<file path="src/rtl/dm_access_ctrl.sv">
// Multi-cycle data-memory access controller: MEM-stage request -> handshaked bus, with load extension and timeout abort.
// Optional misalignment exceptions are enabled by defining DM_ALIGN_EXC_EN.
module dm_access_ctrl #(
    parameter int unsigned TIMEOUT = 255
) (
    input  logic        clk,
    input  logic        reset,
    input  logic        req_valid,
    input  logic        req_we,
    input  logic [1:0]  req_type,
    input  logic        req_unsigned,
    input  logic [31:0] req_addr,
    input  logic [31:0] req_wdata,
    output logic        stall,
    output logic        ld_valid,
    output logic [31:0] ld_data,
    output logic        exc_adel,
    output logic        exc_ades,
    output logic        bus_err,
    output logic        bus_req,
    output logic        bus_we,
    output logic [31:0] bus_addr,
    output logic [3:0]  bus_be,
    output logic [31:0] bus_wdata,
    input  logic        bus_ack,
    input  logic [31:0] bus_rdata
);

    typedef enum logic [1:0] {
        IDLE = 2'd0,
        BUS  = 2'd1,
        DONE = 2'd2
    } state_t;

    // Last counter value before abort: the TIMEOUT-th BUS cycle without ack.
    localparam logic [7:0] CNT_LAST = 8'(TIMEOUT - 1);

    state_t      state_r, state_s;
    logic        accept_s, misalign_s, timeout_s;
    logic        stall_s, bus_req_s;
    logic [3:0]  be_s;
    logic [31:0] wdata_s;

    logic        we_r, uns_r;
    logic [1:0]  type_r, lane_r;
    logic [7:0]  cnt_r;
    logic [31:0] bus_addr_r, bus_wdata_r, ld_data_r;
    logic [3:0]  bus_be_r;
    logic        ld_valid_r, exc_adel_r, exc_ades_r, bus_err_r;

    function automatic logic [31:0] extract_load(input logic [1:0] t, input logic u,
                                                 input logic [1:0] lane, input logic [31:0] d);
        logic [7:0]  b;
        logic [15:0] h;
        logic [31:0] r;
        b = d[{lane, 3'b000} +: 8];
        h = d[{lane[1], 4'b0000} +: 16];
        case (t)
            2'b01:   r = u ? {24'h000000, b} : {{24{b[7]}}, b};
            2'b10:   r = u ? {16'h0000, h} : {{16{h[15]}}, h};
            default: r = d;
        endcase
        return r;
    endfunction

    // Request decode: acceptance, alignment, byte enables and lane-replicated store data.
    always_comb begin
        accept_s = req_valid && (req_type != 2'b00);
`ifdef DM_ALIGN_EXC_EN
        misalign_s = ((req_type == 2'b10) && req_addr[0]) ||
                     ((req_type == 2'b11) && (req_addr[1:0] != 2'b00));
`else
        misalign_s = 1'b0;
`endif
        case (req_type)
            2'b01: begin
                be_s    = 4'b0001 << req_addr[1:0];
                wdata_s = {4{req_wdata[7:0]}};
            end
            2'b10: begin
                be_s    = req_addr[1] ? 4'b1100 : 4'b0011;
                wdata_s = {2{req_wdata[15:0]}};
            end
            2'b11: begin
                be_s    = 4'b1111;
                wdata_s = req_wdata;
            end
            default: begin
                be_s    = 4'b0000;
                wdata_s = 32'h0000_0000;
            end
        endcase
        timeout_s = (state_r == BUS) && !bus_ack && (cnt_r == CNT_LAST);
    end

    // State register.
    always_ff @(posedge clk) begin
        if (reset) begin
            state_r <= IDLE;
        end else begin
            state_r <= state_s;
        end
    end

    // Next-state logic; an ack in the final timeout cycle still completes normally.
    always_comb begin
        state_s = state_r;
        case (state_r)
            IDLE: begin
                if (accept_s) begin
                    state_s = misalign_s ? DONE : BUS;
                end else begin
                    state_s = IDLE;
                end
            end
            BUS: begin
                if (bus_ack || timeout_s) begin
                    state_s = DONE;
                end else begin
                    state_s = BUS;
                end
            end
            DONE:    state_s = IDLE;
            default: state_s = IDLE;
        endcase
    end

    // FSM outputs; stall is combinational in IDLE so the requester is held in the accept cycle.
    always_comb begin
        stall_s   = 1'b0;
        bus_req_s = 1'b0;
        case (state_r)
            IDLE: stall_s = accept_s;
            BUS: begin
                stall_s   = 1'b1;
                bus_req_s = 1'b1;
            end
            DONE:    stall_s = 1'b0;
            default: stall_s = 1'b0;
        endcase
    end

    // Request latch, timeout counter, load capture and completion pulses.
    always_ff @(posedge clk) begin
        if (reset) begin
            we_r        <= 1'b0;
            uns_r       <= 1'b0;
            type_r      <= 2'b00;
            lane_r      <= 2'b00;
            cnt_r       <= 8'd0;
            bus_addr_r  <= 32'h0000_0000;
            bus_be_r    <= 4'b0000;
            bus_wdata_r <= 32'h0000_0000;
            ld_data_r   <= 32'h0000_0000;
            ld_valid_r  <= 1'b0;
            exc_adel_r  <= 1'b0;
            exc_ades_r  <= 1'b0;
            bus_err_r   <= 1'b0;
        end else begin
            ld_valid_r <= 1'b0;
            exc_adel_r <= 1'b0;
            exc_ades_r <= 1'b0;
            bus_err_r  <= 1'b0;
            case (state_r)
                IDLE: begin
                    if (accept_s) begin
                        we_r        <= req_we;
                        uns_r       <= req_unsigned;
                        type_r      <= req_type;
                        lane_r      <= req_addr[1:0];
                        cnt_r       <= 8'd0;
                        bus_addr_r  <= {req_addr[31:2], 2'b00};
                        bus_be_r    <= be_s;
                        bus_wdata_r <= wdata_s;
                        exc_adel_r  <= misalign_s && !req_we;
                        exc_ades_r  <= misalign_s && req_we;
                    end
                end
                BUS: begin
                    cnt_r <= cnt_r + 8'd1;
                    if (bus_ack) begin
                        if (!we_r) begin
                            ld_data_r  <= extract_load(type_r, uns_r, lane_r, bus_rdata);
                            ld_valid_r <= 1'b1;
                        end
                    end else if (timeout_s) begin
                        ld_data_r <= 32'h0000_0000;
                        bus_err_r <= 1'b1;
                    end
                end
                default: begin
                end
            endcase
        end
    end

    assign stall     = stall_s;
    assign bus_req   = bus_req_s;
    assign bus_we    = we_r;
    assign bus_addr  = bus_addr_r;
    assign bus_be    = bus_be_r;
    assign bus_wdata = bus_wdata_r;
    assign ld_data   = ld_data_r;
    assign ld_valid  = ld_valid_r;
    assign exc_adel  = exc_adel_r;
    assign exc_ades  = exc_ades_r;
    assign bus_err   = bus_err_r;

endmodule

</file>
<file path="config.mk">
export PLATFORM = sky130hd
export DESIGN_NAME = dm_access_ctrl
export DESIGN_NICKNAME = d
export VERILOG_FILES = /design/src/rtl/dm_access_ctrl.sv
export SDC_FILE = /design/constraint.sdc
export NUM_CORES = 1
export LEC_CHECK = 0
export CAP_MARGIN = 20
export CORE_MARGIN = 2
export CORE_UTILIZATION = 43
export DETAILED_ROUTE_END_ITERATION = 7
export PLACE_DENSITY = 0.81
export SLEW_MARGIN = 20
export SYNTH_ARGS = -nofsm -noshare
export SYNTH_HDL_FRONTEND = slang
export SYNTH_SLANG_ARGS = --single-unit
</file>
<file path="constraint.sdc">
create_clock -name clk -period 1.97 [get_ports clk]
set_input_delay 0.394 -clock clk [delete_from_list [all_inputs] [get_ports clk]]
set_output_delay 0.394 -clock clk [all_outputs]
set_load 0.03 [all_outputs]
</file>
==> results_dict.tcl, run 1 <==
set metrics [dict create \
    timing.hold.worst_path_depth 3 \
    initial_antenna_violation_count 2 \
    layout-drive-gt1-share 0.1498 \
    criticalPathCategory "reg2out" \
    port-buffer-count 206 \
    critical_path.endpoint_type "output pin" \
    cts.path.max_buffers 2 \
    outcome "finished clean" \
    numCtsBuffers 17 \
    vdd.ir_drop.worst_uv 758.6 \
    tightestPinTransition_ns 0.6286 \
    synth-edff-count 0 \
    dpl_cell_area_um2 7417 \
    p_leak_uw 0.002981 \
    rows 39 \
    start_kind "register" \
    critical-path-max-stage-delay_ns 0.73 \
    hold_path.class "in2reg" \
    reg2reg_slack_ns 0.13 \
    maxSlewHeadroom 0.5805 \
    swShare 0.2663 \
    cts.htree.levels 4 \
    synth-async-reset-ratio 0 \
    drt_drc_violations_left 0 \
    cts.sink_count 116 \
    synth.yosys.warnings 0 \
    yosys.cell_types.count 50 \
    power.internal_uw 5196 \
    synth_top_cell_area_share 0.4607 \
    grt.overflow.total 0 \
    die-area_um2 12610 \
    timing.critical_path.slowest_stage_cell "sky130_fd_sc_hd__clkdlybuf4s50_1" \
    critPathArrivalTime_ns 1.51 \
    netSwitchingPower_uw 1886 \
    share_of_the_clock_period_used_by_the_worst_path 0.9686 \
    route.antenna.remaining_nets 0 \
    routedLengthMet1_um 6585 \
    ys_dominant_reg_cell "sky130_fd_sc_hd__dfxtp_1" \
    hold_viol 0 \
    grt_usage 0.2499 \
    finalWorstPathRequiredPeriod_ns 1.908 \
    rr_worst_depth 5 \
    synth_cells 578 \
    hpwl_um 11700 \
    worstPathCellList "clkdlybuf4s50_1" \
    power_per_cell_area_nw_per_um2 878.8 \
    pwr-share-clk 0.436 \
    routabilityCongestion 0.9043 \
    synth-seq-area-share 0.4607 \
    clkSlewWorstSetupHoldPaths_ns 0.05 \
    post-place-ws_ns -0.3893 \
    clkLatencyLatePin_ns 0.41 \
    dr.max_layer_used "met4" \
    timing.critical_path.fanout_max 4 \
    die_width_um 112.3 \
    ys_ff_latch 116 \
    worstReg2RegEnd "ld_data[12]$_SDFFE_PP0P_" \
    routed_wl_um 16020 \
    timing.fmax_mhz 524.1 \
    finalSetupViolCount 0 \
    cp_num_buf_inv 1 \
    post_synthesis_cell_type_with_the_largest_combined_area "sky130_fd_sc_hd__dfxtp_1" \
    finalNetCount 903 \
    crit-reg2reg-launch "lane_r[1]$_SDFFE_PP0P_" \
    tritoncts_clock_tree "built" \
    grt_pass1_vias 5196 \
    worst_path_dominant_cell_family "buffers and inverters" \
    core_area_um2 11420 \
    worst_hold_path.endpoint "ld_data[9]$_SDFFE_PP0P_" \
    detailroute.wirelength.met3_um 1207 \
    hold_start "reset" \
    drt_iter0_markers 296 \
    critPathRequiredTime_ns 1.58 \
    placed_cells 917 \
    n_fill_cell 876 \
    routedWlPerCell_um 16.81 \
    num_vias 5278 \
    die_h_um 112.3 \
    maximum_number_of_pins_on_one_net_before_global_route_repair 58 \
    clockRootBuffer "sky130_fd_sc_hd__clkbuf_16" \
    met2RoutedLength_um 7686 \
    ys_top_cells_by_area "sky130_fd_sc_hd__dfxtp_1, sky130_fd_sc_hd__nand2_1, sky130_fd_sc_hd__a21oi_1" \
    layout.cell_area.non_filler_um2 8059 \
    floorplan.initialDensity 0.4415 \
    synth.avg_cell_area_um2 8.722 \
    post_layout_nonfiller_instances 953 \
    area_growth_syn_to_layout_pct 59.87 \
    grt_pass1_wl_um 25600 \
    vias_per_cell 5.538 \
    top_level_ports 211 \
    final_max_slew_viol_count 0 \
    setup_total_negative_slack_ns 0 \
    combPwrFrac 0.202 \
    maxCapViolations 0 \
    fin_ws_ns 0.06194 \
    synth_area_um2 5041 \
    first_pass_iters 5 \
    share_seq_of_total_power 0.362 \
    finClkSkew_ns 0.01024 \
]
power groups by stage:
stage | registers (uW) | clock network (uW) | logic [uW]
3_5_place_dp | 2610 | 0 | 1410
4_1_cts | 2560 | 3130 | 1430
5_1_grt | 2580 | 3230 | 1520
6_report | 2560 | 3090 | 1430
2_1_floorplan | 2840 | 0 | 484
3_3_place_gp | 2600 | 0 | 1390
Yosys cell counts, types with 2 or more instances:
cell	count
sky130_fd_sc_hd__o22ai_1	8
sky130_fd_sc_hd__nor2b_1	3
sky130_fd_sc_hd__nand2_1	113
sky130_fd_sc_hd__a32o_1	7
sky130_fd_sc_hd__or3_1	2
sky130_fd_sc_hd__a21oi_1	69
sky130_fd_sc_hd__buf_4	4
sky130_fd_sc_hd__buf_6	3
sky130_fd_sc_hd__nand3_1	5
sky130_fd_sc_hd__mux2_2	25
sky130_fd_sc_hd__a221oi_1	9
sky130_fd_sc_hd__a21boi_0	8
sky130_fd_sc_hd__nor2_1	36
sky130_fd_sc_hd__or2_2	3
sky130_fd_sc_hd__o21ai_0	13
sky130_fd_sc_hd__a221o_2	10
sky130_fd_sc_hd__ha_1	4
sky130_fd_sc_hd__dfxtp_1	116
sky130_fd_sc_hd__o2bb2ai_1	9
sky130_fd_sc_hd__buf_1	7
sky130_fd_sc_hd__nand2b_1	2
sky130_fd_sc_hd__nor3_1	10
sky130_fd_sc_hd__a221o_1	6
sky130_fd_sc_hd__nand3b_1	9
sky130_fd_sc_hd__inv_1	10
sky130_fd_sc_hd__a211oi_1	21
sky130_fd_sc_hd__a31oi_1	2
sky130_fd_sc_hd__o21bai_1	8
sky130_fd_sc_hd__buf_2	8
sky130_fd_sc_hd__clkbuf_1	28
how the worst max path moves through the flow:
stage	from	endpoint	slack (ns)	depth (start not counted)
final	bus_we$_SDFFE_PP0P_	bus_we	0.06	1
after global routing	req_type[1]	stall	-0.0005	6
after CTS	req_type[1]	stall	0.03	6
after detailed placement	bus_ack	ld_data[2]$_SDFFE_PP0P_	-0.39	6
after global placement	bus_ack	ld_data[3]$_SDFFE_PP0P_	-0.25	6
after floorplan	type_r[0]$_SDFFE_PP0P_	ld_data[16]$_SDFFE_PP0P_	0.17	7
sequential cells by signal, indices dropped and copies added, names as in the netlist:
signal,flops
type_r,2
bus_wdata,32
bus_err,1
ld_valid,1
cnt_r,8
bus_we,1
lane_r,2
state_r,2
bus_be,4
ld_data,32
uns_r,1
bus_addr,30
metrics by stage:
step                      hold slack, ns    util  power (uW)
after global routing              0.4470  0.7056        7328
after detailed placement          0.4453  0.6496        4020
after CTS                         0.4025  0.7045        7113
after global placement            0.4412  0.6496        3990
after floorplan                   0.4519       -        3328
final                             0.4264  0.7058        7082
layer usage:
metal	track usage	up-vias
met5	0	-
li1	-	2490
met1	0.2982	2495
met2	0.4124	244
met3	0.07181	49
met4	0.1252	0
cell usage in the layout (no fill, tap or decap), drive strengths merged, types with 7 or more instances in the layout:
master           n
clkdlybuf4s50  202
dfxtp          116
nand2          113
a21oi           69
buf             42
nor2            36
mux2            25
clkbuf          22
a211oi          21
a221o           16
o21ai           15
nor3            11
inv             10
o2bb2ai          9
a221oi           9
nand3b           9
o22ai            8
a21boi           8
o21bai           8
a32o             7
cell type report:
| type | instances | area [um2] | share of cell area |
|---|---|---|---|
| diodes | 2 | 5.005 | 0.0006210 |
| clock buffers | 22 | 464.2 | 0.05760 |
| clock inverters | 10 | 130.1 | 0.01615 |
| inverters | 11 | 46.29 | 0.005744 |
| multi-input cells | 403 | 2469 | 0.3063 |
| flip-flops and latches | 116 | 2322 | 0.2882 |
| well taps | 143 | 178.9 | 0.02220 |
| repair buffers | 246 | 2444 | 0.3032 |
kinds of logic after synthesis:
group | count (synthesis) | synth area share
muxes | 26 | 0.06031
buffers and inverters | 62 | 0.05684
other | 1 | 0.0007439
and+or+nand+nor | 192 | 0.1675
AOI/OAI and AO/OA | 177 | 0.2440
adders and majority gates | 4 | 0.009928
DFF | 116 | 0.4607
timing repair:
action,4_1_cts,5_1_grt
hold buffers,0,0
setup buffers,1,1
endpoints found under the setup margin,29,1
gates resized for setup,5,1
pin swaps,1,1
Power figures use the tool's default switching activity.
==> run 2, diff against run 1 <==
Settings changed: GPL_ROUTABILITY_DRIVEN from default to 0.
==> results of run 2 <==
Same layout as run 1: the final DEF is identical, and so are final timing and power.
==> run 3, diff against run 2 <==
Settings changed: CAP_MARGIN 20 to default.
==> results of run 3 <==
Same layout as run 1: the final DEF is identical, and so are final timing and power.
